## config.mk

```make
export PLATFORM = sky130hd
export DESIGN_NAME = axi_fifo_rr_arb
export DESIGN_NICKNAME = d
export VERILOG_FILES = /design/src/rtl/axi_fifo_rr_arb_pkg.sv /design/src/rtl/axi_fifo_rr_arb_prio_enc.sv /design/src/rtl/axi_fifo_rr_arb.sv
export SDC_FILE = /design/constraint.sdc
export NUM_CORES = 1
export LEC_CHECK = 0
export ABC_AREA = 1
export BUFFER_PORTS_ARGS = -buffer_cell sky130_fd_sc_hd__buf_2
export CAP_MARGIN = 20
export CELL_PAD_IN_SITES_DETAIL_PLACEMENT = 0
export CELL_PAD_IN_SITES_GLOBAL_PLACEMENT = 1
export CORE_MARGIN = 4
export CORE_UTILIZATION = 27
export DETAILED_ROUTE_END_ITERATION = 8
export PLACE_DENSITY = 0.89
export SLEW_MARGIN = 20
export SYNTH_ARGS = -nofsm -noshare
export SYNTH_HDL_FRONTEND = slang
export SYNTH_SLANG_ARGS = --single-unit
```

## constraint.sdc

```tcl
create_clock -name clk -period 1.5 [get_ports clk]
set_input_delay 0.15 -clock clk [delete_from_list [all_inputs] [get_ports clk]]
set_output_delay 0.15 -clock clk [all_outputs]
set_load 0.005 [all_outputs]
```

## src/rtl/axi_fifo_rr_arb_pkg.sv

```systemverilog
// Shared FSM encoding and elaboration helpers for the round-robin FIFO arbiter.
// Pure declarations: no logic, no latency, no flow control.
package axi_fifo_rr_arb_pkg;

  typedef enum logic {
    IDLE  = 1'b0,
    BURST = 1'b1
  } state_t;

  // Ceiling log2 for sizing counters; clog2(1) = 0.
  function automatic int clog2(input int value);
    int r;
    int v;
    r = 0;
    v = value - 1;
    while (v > 0) begin
      r++;
      v = v >> 1;
    end
    return r;
  endfunction

endpackage

```

## src/rtl/axi_fifo_rr_arb_prio_enc.sv

```systemverilog
// Rotating priority encoder: first requester after last_grant, wrapping to port 0.
// Purely combinational, zero latency; no flow control of its own.
module rr_prio_enc
  import axi_fifo_rr_arb_pkg::*;
#(
  parameter int NUM_PORTS  = 4,
  parameter int PORT_WIDTH = 2
) (
  input  logic [NUM_PORTS-1:0]  req,
  input  logic [PORT_WIDTH-1:0] last_grant,
  output logic                  any_req,
  output logic [PORT_WIDTH-1:0] next_id
);

  int                    sum;
  logic [PORT_WIDTH-1:0] idx;

  // Offset 1 is checked first, so the last winner has lowest priority.
  always_comb begin
    any_req = 1'b0;
    next_id = '0;
    sum     = 0;
    idx     = '0;
    for (int i = 1; i <= NUM_PORTS; i++) begin
      sum = (int'(last_grant) + i) % NUM_PORTS;
      idx = sum[PORT_WIDTH-1:0];
      if (!any_req && req[idx]) begin
        any_req = 1'b1;
        next_id = idx;
      end
    end
  end

endmodule

```

## src/rtl/axi_fifo_rr_arb.sv

```systemverilog
// Round-robin burst arbiter feeding one AXI-stream FIFO; beats tagged with source id on tuser.
// Latency: accepted beat valid on output next cycle; backpressure: tready follows the output register's free slot, almost_full blocks new grants only.
module axi_fifo_rr_arb
  import axi_fifo_rr_arb_pkg::*;
#(
  parameter int NUM_PORTS  = 4,
  parameter int PORT_WIDTH = 2,
  parameter int DATA_WIDTH = 32,
  parameter int BURST_LEN  = 16
) (
  input  logic                            clk,
  input  logic                            async_reset,
  input  logic [NUM_PORTS-1:0]            s_axis_tvalid,
  input  logic [NUM_PORTS*DATA_WIDTH-1:0] s_axis_tdata,
  output logic [NUM_PORTS-1:0]            s_axis_tready,
  input  logic                            fifo_almost_full,
  output logic                            m_axis_tvalid,
  output logic [DATA_WIDTH-1:0]           m_axis_tdata,
  output logic [PORT_WIDTH-1:0]           m_axis_tuser,
  input  logic                            m_axis_tready,
  output logic                            grant_active,
  output logic [PORT_WIDTH-1:0]           grant_id
);

  localparam int              BCW       = clog2(BURST_LEN) + 1;
  localparam logic [BCW-1:0]  LAST_BEAT = BCW'(BURST_LEN - 1);

  state_t                state;
  logic [PORT_WIDTH-1:0] last_grant;
  logic [BCW-1:0]        beat_cnt;
  logic                  any_req;
  logic [PORT_WIDTH-1:0] next_id;
  logic                  out_ready;
  logic                  sel_vld;
  logic [DATA_WIDTH-1:0] sel_dat;
  logic                  accept;
  logic [DATA_WIDTH-1:0] port_dat [NUM_PORTS];

  rr_prio_enc #(
    .NUM_PORTS  (NUM_PORTS),
    .PORT_WIDTH (PORT_WIDTH)
  ) u_prio_enc (
    .req        (s_axis_tvalid),
    .last_grant (last_grant),
    .any_req    (any_req),
    .next_id    (next_id)
  );

  always_comb begin
    for (int p = 0; p < NUM_PORTS; p++) begin
      port_dat[p] = s_axis_tdata[p*DATA_WIDTH +: DATA_WIDTH];
    end
  end

  assign out_ready = ~m_axis_tvalid | m_axis_tready;
  assign sel_vld   = s_axis_tvalid[grant_id];
  assign sel_dat   = port_dat[grant_id];
  assign accept    = (state == BURST) && sel_vld && out_ready;

  always_comb begin
    s_axis_tready = '0;
    if (state == BURST) begin
      s_axis_tready[grant_id] = out_ready;
    end
  end

  // A stalled output keeps the grant; only a full burst or a starved source ends it.
  always_ff @(posedge clk or posedge async_reset) begin
    if (async_reset) begin
      state        <= IDLE;
      grant_active <= 1'b0;
      grant_id     <= '0;
      last_grant   <= PORT_WIDTH'(NUM_PORTS - 1);
      beat_cnt     <= '0;
    end else begin
      case (state)
        IDLE: begin
          if (any_req && !fifo_almost_full) begin
            grant_id     <= next_id;
            last_grant   <= next_id;
            beat_cnt     <= '0;
            grant_active <= 1'b1;
            state        <= BURST;
          end
        end
        BURST: begin
          if (accept) begin
            beat_cnt <= beat_cnt + BCW'(1);
            if (beat_cnt == LAST_BEAT) begin
              grant_active <= 1'b0;
              state        <= IDLE;
            end
          end else if (out_ready && !sel_vld) begin
            grant_active <= 1'b0;
            state        <= IDLE;
          end
        end
        default: begin
          grant_active <= 1'b0;
          state        <= IDLE;
        end
      endcase
    end
  end

  always_ff @(posedge clk or posedge async_reset) begin
    if (async_reset) begin
      m_axis_tvalid <= 1'b0;
      m_axis_tdata  <= '0;
      m_axis_tuser  <= '0;
    end else if (accept) begin
      m_axis_tvalid <= 1'b1;
      m_axis_tdata  <= sel_dat;
      m_axis_tuser  <= grant_id;
    end else if (m_axis_tready) begin
      m_axis_tvalid <= 1'b0;
    end
  end

endmodule

```

**Yosys cells after proc, flatten, opt, wreduce, memory -nomap -nowiden**

Index checks and enable logic that the tools add are counted.

- Add/sub/neg operators: 5
- $lt $le $gt $ge: 7
- Eq/ne operators: 5
- Multiplexer cells: 39
- Bitwise operators: 5
- Reduce and logical (&&, ||, !) cells: 17

Operators by type and width:

| cell | number |
|---|---|
| 32-bit binary-select mux with 2-bit select | 1 |
| 32-bit 2-to-1 mux | 2 |
| 1-bit 2-to-1 mux | 20 |
| 2-bit by 3-bit < comparator with 1-bit output, second input constant | 5 |
| 1-bit binary-select mux with 2-bit select | 5 |
| 5-bit 2-to-1 mux | 2 |
| 5-bit one-hot mux with 2 select lines | 1 |
| 1-bit logical AND | 8 |
| 2-bit 2-to-1 mux | 4 |
| 5-bit by 1-bit adder with 5-bit output, second input constant | 1 |
| 5-bit by 4-bit equality test with 1-bit output, second input constant | 1 |
| 1-bit zero test | 5 |
| 2-bit by 1-bit adder with 2-bit output, second input constant | 2 |
| 2-bit adder, second input constant | 2 |
| 4-bit bitwise AND | 1 |
| 4-bit 2-to-1 mux | 1 |
| 1-bit one-hot mux with 2 select lines | 2 |
| 2-bit AND reduction | 2 |
| 3-bit >= comparator, second input constant | 1 |
| 3-bit by 1-bit != test with 1-bit output, second input constant | 1 |
| 3-bit by 2-bit != test with 1-bit output, second input constant | 1 |
| 2-bit NOT with 3-bit output | 1 |
| 3-bit AND reduction | 1 |
| 1-bit demux with 2-bit select | 1 |
| other kinds (6) | 7 |

- Register bits after elaboration: 46
- Bits of input ports: 136
- Output and inout bits: 42
- Logic and storage cells: 86

**Depth between registers and ports, before layout**

Gate-level depths: netlist of the first run.

- Depth after elaboration: 16
- Mapped depth: 12
- Mapped depth without buffers: 11

**Cells and area by module**

A second synthesis of the first run with hierarchy kept.

- Cells, all modules: 465
- Area total of the unflattened synthesis: 3311.9 sq um

By module, submodules not included:

| module | instances | cells each | area an instance (sq um) | sequential area each (sq um) |
|---|---|---|---|---|
| axi_fifo_rr_arb | 1 | 416 | 3021.6 | 1153.6 |
| rr_prio_enc | 1 | 49 | 290.3 | 0.0 |

**Least setup slack after synthesis of the first run**

Ideal clock, no wire load.

- Path type: register -> register
- From: register last_grant[0]
- To: register state
- Library setup time: 0.126 ns
- Arrival: 1.366 ns
- Required time: 1.374 ns
- Path slack: 0.008 ns
- Stages on the path, launching flop included: 12
- Path buffers: 2
- Period minus slack after synthesis: 1.492 ns
- Path through: dfstp_2 -> buf_6 -> inv_8 -> nand2_2 -> nand2_4 -> nand2_4 -> nand2_4 -> nor2_4 -> nand3_2 -> nand2_4 -> buf_12 -> o21ai_0

- Word-level cells in the longest chain between the ends: 16
- Elaborated cells between the ends (all ways): 25
- Classes of those cells: 4 x add/sub; 14 x mux; 7 x reduce/logical

Ends and longest elaborated chain:

| what | line | RTL |
|---|---|---|
| from (decl) | axi_fifo_rr_arb.sv:29 | `logic [PORT_WIDTH-1:0] last_grant;` |
| from (signal assigned) | axi_fifo_rr_arb.sv:73 | `last_grant <= PORT_WIDTH'(NUM_PORTS - 1);` |
| from (signal assigned) | axi_fifo_rr_arb.sv:80 | `last_grant <= next_id;` |
| 2-bit by 1-bit adder with 2-bit output | axi_fifo_rr_arb_prio_enc.sv:25 | `sum = (int'(last_grant) + i) % NUM_PORTS;` |
| 1-bit binary-select mux with 2-bit select | axi_fifo_rr_arb_prio_enc.sv:27 | `if (!any_req && req[idx]) begin` |
| 1-bit 2-to-1 mux (implied by the code) | axi_fifo_rr_arb_prio_enc.sv:27 |  |
| 1-bit 2-to-1 mux | axi_fifo_rr_arb_prio_enc.sv:27 |  |
| 1-bit zero test | axi_fifo_rr_arb_prio_enc.sv:27 |  |
| 1-bit logical AND | axi_fifo_rr_arb_prio_enc.sv:27 |  |
| 1-bit 2-to-1 mux | axi_fifo_rr_arb_prio_enc.sv:27 |  |
| 1-bit zero test | axi_fifo_rr_arb_prio_enc.sv:27 |  |
| 1-bit logical AND | axi_fifo_rr_arb_prio_enc.sv:27 |  |
| 1-bit 2-to-1 mux | axi_fifo_rr_arb_prio_enc.sv:27 |  |
| 1-bit zero test | axi_fifo_rr_arb_prio_enc.sv:27 |  |
| 1-bit logical AND | axi_fifo_rr_arb_prio_enc.sv:27 |  |
| 1-bit 2-to-1 mux (*) | axi_fifo_rr_arb_prio_enc.sv:27 |  |
| 1-bit logical AND (*) | axi_fifo_rr_arb.sv:78 | `if (any_req && !fifo_almost_full) begin` |
| 1-bit 2-to-1 mux (*) | axi_fifo_rr_arb.sv:78 |  |
| 1-bit one-hot mux with 2 select lines (*) | axi_fifo_rr_arb.sv:76 | `case (state)` |
| to (signal assigned) | axi_fifo_rr_arb.sv:83 | `state <= BURST;` |
| to (signal assigned) | axi_fifo_rr_arb.sv:91 | `state <= IDLE;` |
| to (signal assigned) | axi_fifo_rr_arb.sv:95 | `state <= IDLE;` |
| to (decl) | axi_fifo_rr_arb.sv:28 | `state_t state;` |

Every way passes the cells marked *; elsewhere a longest branch is shown, timed or not. The select of a mux whose other input is x is not followed.
A chain may end at the register's enable or synchronous reset.

**Worst setup path in the final report of the first run**

- From: register last_grant[0]
- To: register beat_cnt[1]

- Word-level cells in the longest chain between the ends: 16
- Elaborated cells between the ends (all ways): 25
- Classes of those cells: 4 x add/sub; 1 x eq/ne; 12 x mux; 8 x reduce/logical

Ends and longest elaborated chain:

| what | line | RTL |
|---|---|---|
| 2-bit by 1-bit adder with 2-bit output | axi_fifo_rr_arb_prio_enc.sv:25 |  |
| 1-bit binary-select mux with 2-bit select | axi_fifo_rr_arb_prio_enc.sv:27 |  |
| 1-bit 2-to-1 mux (implied by the code) | axi_fifo_rr_arb_prio_enc.sv:27 |  |
| 1-bit 2-to-1 mux | axi_fifo_rr_arb_prio_enc.sv:27 |  |
| 1-bit zero test | axi_fifo_rr_arb_prio_enc.sv:27 |  |
| 1-bit logical AND | axi_fifo_rr_arb_prio_enc.sv:27 |  |
| 1-bit 2-to-1 mux | axi_fifo_rr_arb_prio_enc.sv:27 |  |
| 1-bit zero test | axi_fifo_rr_arb_prio_enc.sv:27 |  |
| 1-bit logical AND | axi_fifo_rr_arb_prio_enc.sv:27 |  |
| 1-bit 2-to-1 mux | axi_fifo_rr_arb_prio_enc.sv:27 |  |
| 1-bit zero test | axi_fifo_rr_arb_prio_enc.sv:27 |  |
| 1-bit logical AND | axi_fifo_rr_arb_prio_enc.sv:27 |  |
| 1-bit 2-to-1 mux (*) | axi_fifo_rr_arb_prio_enc.sv:27 |  |
| 1-bit logical AND (*) | axi_fifo_rr_arb.sv:78 |  |
| 2-bit != test (no source line) (*) | - |  |
| 2-bit AND reduction (no source line) (*) | - |  |
| to (signal assigned) | axi_fifo_rr_arb.sv:88 | `beat_cnt <= beat_cnt + BCW'(1);` |
| to (decl) | axi_fifo_rr_arb.sv:30 | `logic [BCW-1:0] beat_cnt;` |

Marks and branches as above.

==> flow_summary.toml, run 1 <==
[sta]
hold_slack_ns = 0.0871
rsz0062_at_grt = "yes"
finalWorstSetupSlack_ns = -0.168
setup_viol = 46
min_period_ns = 1.67
max_slew_margin_pct = 72.1
worst_clock_skew_ns = 0.00342
hold_viol_final = 0
min_period_over_period_pct = 111
worst_pin_slew_ns = 0.417
slew_viol_final = 0
final.setup.tns_ns = -2.81
timing.fmax_ghz = 0.600

[placement]
numPortBuffers = 177
dpl.cell_count = 775
place_congestion = 0.867
place_area_sq_um = 4280
dpl.hpwl_microns = 9060

[synth]
netlist_instances = 465
synthDistinctLibCells = 31
synth_common_cells = "nand2_1 (170), nand3_1 (106), dfrtp_1 (44)"
yosysMostFrequentCell = "nand2_1"
synthTopCellsByArea = "dfrtp_1 (34%), nand2_1 (20%), nand3_1 (16%), nand4_1 (6.6%), buf_6 (2.1%)"
ys_seq_elements = 46
synth_ff_type = "dfrtp_1"
yosys.area.top_type_share_pct = 34.0
ys_async_sr_fraction_pct = 100
ys_warn_count = 0
syn_area_per_cell_sq_um = 6.96
synth_seq_area_share_pct = 35.7
synth_edf_count = 0
yosys.area.top_type = "dfrtp_1"
synth_fp_nets = 603
syn_area_sq_um = 3240

[floorplanning]
num_rows = 39
initial_core_util_pct = 28.0
io_pins = 178
dieWidth_microns = 117
die_y_microns = 117
core_area_sq_um = 11600
floorplan.die_area_sq_um = 13800

[pwr]
power.total_mw = 10.8
p_leak_nw = 2.82
ir_worst_vdd_v = 0.000771
power-per-cell-area_nw_per_um2 = 2080

[drt]
via_per_inst = 4.97
final_antenna_net_count = 0
firstDrtPassIters = 5
post_drt_wl_per_cell_microns = 16.4
vias = 4018
drtIter0Drc = 155
drcViolationCount = 0
routed_wirelength_microns = 13300

[clock_network]
cts_tree = "built"
clock_latency_ns = 0.29
cts_root_buf = "clkbuf_16"
htree_num_levels = 2
clock_path_buffers = 2
cts-buffers-inserted = 5
clock-sinks = 46
clkTransAtPathRegs_ns = 0.06

[worst_setup_path]
crit_fanout = 8
cp-start-kind = "register"
required_ns = 1.68
max_stage_delay_ns = 0.66
cpMostUsedCell = "nand2_1"
worst_path_max_delay_cell = "dfstp_2"
path_cells = "nand2_1 > nand2_4 > inv_2 > nand2_1 > o21ai_4 > nand3_4 > nand2_4 > buf_4 > nand3_2 > nand2_1"
worstSetupEndpointType = "register"
arrival_ns = 1.85
crit_type = "reg -> reg"

[global_routing]
grt_max_degree = 39
grt_pass1_vias = 3926
grtUsageTotal_pct = 17.2
grt_overflow = 0
grt_pass1_wl_microns = 19300
antenna_found_initial = 1

[finish]
syn_to_final_growth_pct = 61.0
fill_cells = 1153
post_route_cells_drive_above_1_share_pct = 49.8
final_nets = 803
fin_area_sq_um = 5210
antenna_cells = 0
final_cells = 808

[run]
cap_violations = 0

[run_status]
outcome = "complete, but fails checks"
violations = "setup timing"

[hold_path]
worstHoldPathType = "in -> reg"
## logic make-up (layout without fill, tap and decap cells)
logic type,Yosys count,in the layout,synth area share (%)
and+or+nand+nor,342,343,50.2
buffers and inverters,56,255,9.36
DFF,46,46,35.7
AOI/OAI and AO/OA,18,18,3.75
adders and majority gates,2,2,0.773
xor gates and xnor gates,1,1,0.271
## where the power goes
part	leakage, nW	switching [mW]	internal, mW
Clock	0.0629	0.470	0.610
Combinational	2.18	4.24	3.17
Sequential	0.579	0.516	1.81
Total	2.82	5.23	5.59
## per-layer routing
metal	vias to the layer above	wire, microns	track usage [%]
li1	1962	-	-
met1	1862	5490	20.5
met2	177	6620	30.9
met3	15	967	4.57
met4	2	202	4.18
met5	-	7	0
## layout make-up
type	count	area, sq um	area share (%)
Clock buffer	6	129	2.47
Sequential cell	46	1160	22.2
Clock inverter	1	7.51	0.144
Multi-Input combinational cell	364	2100	40.2
Timing Repair Buffer	224	1470	28.2
Timing Repair inverter	3	52.6	1.01
Tap cell	143	179	3.43
Inverter	21	120	2.31
## critical path: cells and delay by family (launching register included)
| family | cells | cell delay [ns] |
|---|---|---|
| AO/OA/AOI/OAI | 1 | 0.08 |
| buffers and inverters | 2 | 0.20 |
| flip-flops | 1 | 0.66 |
| AND/OR/NAND/NOR | 7 | 0.60 |
## stage by stage
step                utilization, %  setup slack [ns]
floorplan                        -           0.00792
global placement              37.0           -0.0881
detailed placement            37.0            -0.169
CTS                           40.1            -0.148
global route                  45.1            -0.240
finish                        45.1            -0.168
## what timing repair did
action | in CTS | in global routing
cloned | 2 | 8
endpoints found under the hold margin | 14 | 0
setup buffers | 7 | 8
hold buffers | 1 | 0
pin swaps | 3 | 26
setup endpoints to repair | 49 | 50
gates resized for setup | 26 | 100
## sequential cells by signal, summed over array words and instances, names as in the netlist
name / flops
m_axis_tdata: 32
beat_cnt: 5
grant_id: 2
last_grant: 2
m_axis_tuser: 2
grant_active: 1
m_axis_tvalid: 1
state: 1
## layout by cell type, fill, tap and decap left out, types with 2 or more instances in the layout
| cell type | synthesis | routed |
|---|---|---|
| a21oi_1 | 4 | 4 |
| buf_12 | 1 | 7 |
| buf_2 | 11 | 177 |
| buf_4 | 2 | 24 |
| buf_6 | 6 | 8 |
| buf_8 | 0 | 2 |
| clkbuf_16 | 0 | 9 |
| clkinv_16 | 0 | 2 |
| dfrtp_1 | 44 | 42 |
| dfrtp_2 | 0 | 2 |
| dfstp_2 | 2 | 2 |
| ha_1 | 2 | 2 |
| inv_1 | 15 | 12 |
| inv_2 | 4 | 4 |
| inv_4 | 1 | 3 |
| inv_8 | 1 | 3 |
| nand2_1 | 170 | 121 |
| nand2_2 | 9 | 34 |
| nand2_4 | 6 | 31 |
| nand3_1 | 106 | 103 |
| nand3_2 | 4 | 6 |
| nand4_1 | 34 | 34 |
| nor2_1 | 7 | 4 |
| nor2_2 | 0 | 3 |
| nor3_2 | 0 | 3 |
| o21ai_0 | 7 | 6 |
| o21ai_2 | 2 | 4 |
## final timing paths
| path | slack (ns) | depth (start not counted) | to | start |
|---|---|---|---|---|
| min in group asynchronous | 0.41 | 3 | m_axis_tdata[14] | async_reset |
| max reg2reg | -0.17 | 10 | beat_cnt[1] | last_grant[0] |
| max | -0.17 | 10 | beat_cnt[1] | last_grant[0] |
| max in group asynchronous | 0.49 | 4 | m_axis_tdata[19] | async_reset |
| min | 0.09 | 2 | m_axis_tvalid | m_axis_tready |
| min reg2reg | 0.47 | 2 | m_axis_tdata[7] | m_axis_tdata[7] |
Power figures use the tool's default switching activity.
==> run 2: changes to the inputs <==
Settings changed: REMOVE_ABC_BUFFERS from default to 1, SKIP_CTS_REPAIR_TIMING from default to 1.
==> run 2 against run 1 <==
Net effect: sequential power is 3% lower; clock power is 20% higher; combinational power is 16% lower; count of clock-buffer cells in the layout is 1 lower; critical endpoint is now last_grant[0]; sequential cell count stayed put; fmax is 0.86% higher; the flow still finishes with violations (setup timing); final area is 7.0% lower; non-clock buffer count is 1 higher; critical path type unchanged; utilization is 3.1 points lower; final cell count is 0.25% lower.
==> flow_summary.toml, run 2 (same netlist as run 1, synthesis figures left out) <==
[drt]
drcViolationCount = 0
post_drt_wl_per_cell_microns = 14.6
routed_wirelength_microns = 11700
drtIter0Drc = 184
via_per_inst = 4.86
vias = 3914
firstDrtPassIters = 4
wl_met3_microns = 1030
met1Wirelength_microns = 4560
top_layer = "met4"
route.met2.wl_microns = 5840
final_antenna_net_count = 0

[placement]
dpl.hpwl_microns = 8570
numPortBuffers = 177
place_congestion = 0.824

[worst_setup_path]
regToRegSetupSlack_ns = -0.15
crit_type = "reg -> reg"
crit_fanout = 8
required_ns = 1.73
worstSetupEndpointType = "register"
arrival_ns = 1.88
reg2reg_to = "last_grant[0]"
timing.rr.start = "last_grant[0]"
reg2reg_depth = 11
cp-start-kind = "register"

[finish]
antenna_cells = 0
layout_commonest_cell = "buf_2"
syn_to_final_growth_pct = 49.8
largestRegisters = "m_axis_tdata x32, beat_cnt x5"
final_util_pct = 41.9
final_nets = 800
largest_reg_flops = 32
post_route_cells_drive_above_1_share_pct = 42.2
layout_common_cells = "buf_2 (177), nand2_1 (166), nand3_1 (105)"
regMostFlops = "m_axis_tdata"

[hold_path]
holdPathEnd = "m_axis_tvalid"
hold_depth = 2
hold_path_startpoint = "m_axis_tready"
worstHoldPathType = "in -> reg"

[global_routing]
grt_max_degree = 54
grt_pass1_wl_microns = 17800
antenna_found_initial = 0
grt_overflow = 0
grtUsageTotal_pct = 15.5
grt_pass1_vias = 3809

[sta]
max_slew_margin_pct = 78.4
finalWorstSetupSlack_ns = -0.154
min_period_over_period_pct = 110
worst_clock_skew_ns = 0.00426
min_period_ns = 1.65
setup_viol = 45
worst_pin_slew_ns = 0.324
hold_slack_ns = 0.0850
timing.fmax_ghz = 0.605
hold_viol_final = 0
rsz0062_at_grt = "yes"
slew_viol_final = 0

[pwr]
intPower_mw = 5.26
p_clk_share_pct = 13.3
p_leak_nw = 2.63
swShare_pct = 46.1
ir_worst_vdd_v = 0.000856
p_comb_share_pct = 63.5
power_frac_seq_pct = 23.2
power-per-cell-area_nw_per_um2 = 2010
power.total_mw = 9.76
p_sw_mw = 4.50

[floorplanning]
floorplan.die_area_sq_um = 13800
dieWidth_microns = 117
initial_core_util_pct = 28.0
num_rows = 39
core_area_sq_um = 11600
die_y_microns = 117
io_pins = 178

[clock_network]
cts-buffers-inserted = 5
htree_num_levels = 2
clock-sinks = 46
cts_tree = "built"
clock_latency_ns = 0.29
clock_path_buffers = 2
clkTransAtPathRegs_ns = 0.07
cts_root_buf = "clkbuf_16"

[run_status]
outcome = "complete, but fails checks"
violations = "setup timing"

[run]
cap_violations = 0
run 2: per-stage QoR:
| step | instances | instance area (sq um) | setup TNS (ns) | setup slack, ns |
|---|---|---|---|---|
| floorplan | 430 | 3020 | -73.82 | -1.74 |
| global placement | 783 | 4390 | -0.710 | -0.0932 |
| detailed placement | 783 | 4390 | -1.35 | -0.130 |
| CTS | 791 | 4560 | -1.96 | -0.176 |
| global route | 806 | 4850 | -7.39 | -0.235 |
| finish | 806 | 4850 | -3.11 | -0.154 |
run 2: critical path, cell delays in order (launching register included):
cell and delay, ns:
dfstp_2 0.66, inv_8 0.09, nand2_4 0.07, nand2_4 0.06, nand2_4 0.08, nand2_4 0.05, nor2_4 0.09, nand3_2 0.10
nand2_4 0.12, buf_6 0.12, nand2_1 0.06, nand2_1 0.08
run 2: worst max-delay path by stage:
stage	from	end	slack, ns	cells after the start
detailed placement	last_grant[0]	state	-0.13	8
global placement	last_grant[0]	last_grant[0]	-0.09	9
CTS	grant_id[0]	grant_id[0]	-0.18	2
finish	last_grant[0]	last_grant[0]	-0.15	11
floorplan	grant_id[0]	m_axis_tdata[0]	-1.74	7
global route	last_grant[0]	grant_id[1]	-0.23	10
run 2: area by class of cell:
type / count / area (sq um)
clock buffers: 5 / 125
clock inverters: 3 / 48.8
fillers: 1171 / 6720
inverters: 21 / 91.3
multi-input cells: 363 / 1860
flip-flops and latches: 46 / 1160
well taps: 143 / 179
repair buffers: 225 / 1380
run 2: per-layer routing:
layer / track usage [%] / vias to the layer above
met2: 28.4 / 159
met1: 18.2 / 1787
met4: 4.54 / 0
met3: 3.51 / 19
met5: 0 / -
li1: - / 1949
run 2: power groups by stage:
stage	logic, mW	clock network, mW	registers [mW]
floorplan	2.74	0	2.56
global placement	5.36	0	2.23
detailed placement	5.49	0	2.25
CTS	5.51	1.34	2.25
global route	6.89	1.40	2.33
finish	6.20	1.30	2.26
==> run 3: changes to the inputs <==
Settings changed: PLACE_DENSITY 0.89 to default, PLACE_DENSITY_LB_ADDON from default to 0.2.
==> run 3 against run 2 <==
Net effect: total power shrank 2.9%; largest cell class unchanged; via count shrank 3.3%; critical endpoint is now beat_cnt[4]; combinational power shrank 3%; the run still ends with setup timing left; die area is the same; clock skew shrank 0.0017 ns; utilization shrank 0.64 points; register-to-register slack gained 0.02 ns.
==> flow_summary.toml, run 3 (same netlist as run 1, synthesis figures left out) <==
[finish]
largest_reg_flops = 32
largestRegisters = "m_axis_tdata x32, beat_cnt x5"
seqCellArea_sq_um = 1160
syn_to_final_growth_pct = 47.5
regMostFlops = "m_axis_tdata"
antenna_cells = 0
fin_area_sq_um = 4770
final_nets = 794
layout_common_cells = "buf_2 (177), nand2_1 (162), nand3_1 (103)"
final_util_pct = 41.3
fill_cells = 1208
post_route_cells_drive_above_1_share_pct = 42.2
final_cells = 800
layout_commonest_cell = "buf_2"
multi_input_area_sq_um = 1880

[drt]
via_per_inst = 4.73
firstDrtPassIters = 4
vias = 3785
post_drt_wl_per_cell_microns = 14.4
final_antenna_net_count = 0
drtIter0Drc = 126
drcViolationCount = 0
routed_wirelength_microns = 11500

[worst_setup_path]
cpMostUsedCell = "nand2_4"
regToRegSetupSlack_ns = -0.14
arrival_ns = 1.84
required_ns = 1.71
max_stage_delay_ns = 0.55
crit_type = "reg -> reg"
path_cells = "buf_12 > inv_8 > nand2_4 > nand2_4 > o21ai_2 > nand3_2 > nand2_4 > buf_6 > nand3_1 > o21ai_1"
timing.rr.start = "last_grant[0]"
cp-start-kind = "register"
reg2reg_to = "beat_cnt[4]"
worstSetupEndpointType = "register"
crit_fanout = 8
worst_path_max_delay_cell = "dfstp_2"
reg2reg_depth = 10

[hold_path]
hold_depth = 2
holdPathEnd = "m_axis_tvalid"
hold_path_startpoint = "m_axis_tready"
worstHoldPathType = "in -> reg"

[global_routing]
grt_pass1_wl_microns = 18200
grt_overflow = 0
antenna_found_initial = 0
grtUsageTotal_pct = 15.9
grt_pass1_vias = 3725
grt_max_degree = 45

[placement]
place_congestion = 0.814
dpl.hpwl_microns = 8740
numPortBuffers = 177
dpl.cell_count = 779
place_area_sq_um = 4330
preCtsSetupSlack_ns = -0.148

[sta]
rsz0062_at_grt = "yes"
worst_clock_skew_ns = 0.00254
slew_viol_final = 0
min_period_ns = 1.64
finalWorstSetupSlack_ns = -0.137
setup_viol = 13
hold_viol_final = 0
worst_pin_slew_ns = 0.427
timing.fmax_ghz = 0.611
min_period_over_period_pct = 109
max_slew_margin_pct = 71.5

[floorplanning]
dieWidth_microns = 117
core_area_sq_um = 11600
num_rows = 39
initial_core_util_pct = 28.0
floorplan.die_area_sq_um = 13800
die_y_microns = 117
io_pins = 178

[clock_network]
cts_root_buf = "clkbuf_16"
clock_latency_ns = 0.28
clkTransAtPathRegs_ns = 0.06
cts-buffers-inserted = 5
clock-sinks = 46
cts_tree = "built"
clock_path_buffers = 2
htree_num_levels = 2

[run_status]
outcome = "complete, but fails checks"
violations = "setup timing"

[pwr]
power-per-cell-area_nw_per_um2 = 1990
ir_worst_vdd_v = 0.000817
power.total_mw = 9.48
p_leak_nw = 2.59

[run]
cap_violations = 0
-- run 3: cell types whose count changed in the layout (fill, tap and decap cells not counted), sizes merged --
cell	change
inv	-1
clkbuf	-1
buf	-3
clkinvlp	-1
-- run 3: final cells by class --
class / instances / share of cell area, %
multi-input combinational: 363 / 39.4
timing repair buffer: 219 / 27.3
sequential: 46 / 24.2
tap: 143 / 3.75
clock buffer: 7 / 2.78
inverter: 21 / 1.91
clock inverter: 1 / 0.629
-- run 3: worst max-delay path by stage --
stage / to / slack (ns) / cells after the start / startpoint
2_1_floorplan: m_axis_tdata[0] / -1.74 / 7 / grant_id[0]
3_3_place_gp: beat_cnt[4] / -0.10 / 9 / last_grant[0]
3_5_place_dp: beat_cnt[2] / -0.15 / 9 / last_grant[0]
4_1_cts: beat_cnt[4] / -0.16 / 9 / last_grant[0]
5_1_grt: beat_cnt[4] / -0.23 / 12 / last_grant[0]
6_report: beat_cnt[4] / -0.14 / 10 / last_grant[0]
-- run 3: worst max-delay path, delay by kind of cell, from the launching register on --
family                 cells  cell delay (ns)
DFF                        1             0.55
AOI/OAI and AO/OA          2             0.27
and+or+nand+nor            5             0.44
buffers and inverters      3             0.29
-- run 3: metal layers --
layer | track usage [%] | part of all wire [%] | wire length (microns) | vias up
li1 | - | - | - | 1935
met1 | 19.0 | 43 | 4910 | 1712
met2 | 28.5 | 49 | 5630 | 133
met3 | 4.81 | 7.7 | 886 | 5
met4 | 2.64 | 0.56 | 64 | 0
met5 | 0 | 0 | 0 | -
-- run 3: power by group --
part / switching [mW] / leakage (nW) / total, mW / internal [mW]
Combinational: 3.51 / 1.93 / 6.04 / 2.53
Clock: 0.443 / 0.0781 / 1.23 / 0.788
Sequential: 0.405 / 0.579 / 2.21 / 1.81
Total: 4.35 / 2.59 / 9.48 / 5.12
-- run 3: through the flow --
step	setup TNS, ns	hold slack [ns]
after floorplan	-73.82	0.246
after global placement	-0.863	0.172
after detailed placement	-1.29	0.161
after CTS	-1.99	-0.141
after global routing	-3.69	0.115
final	-1.25	0.0684
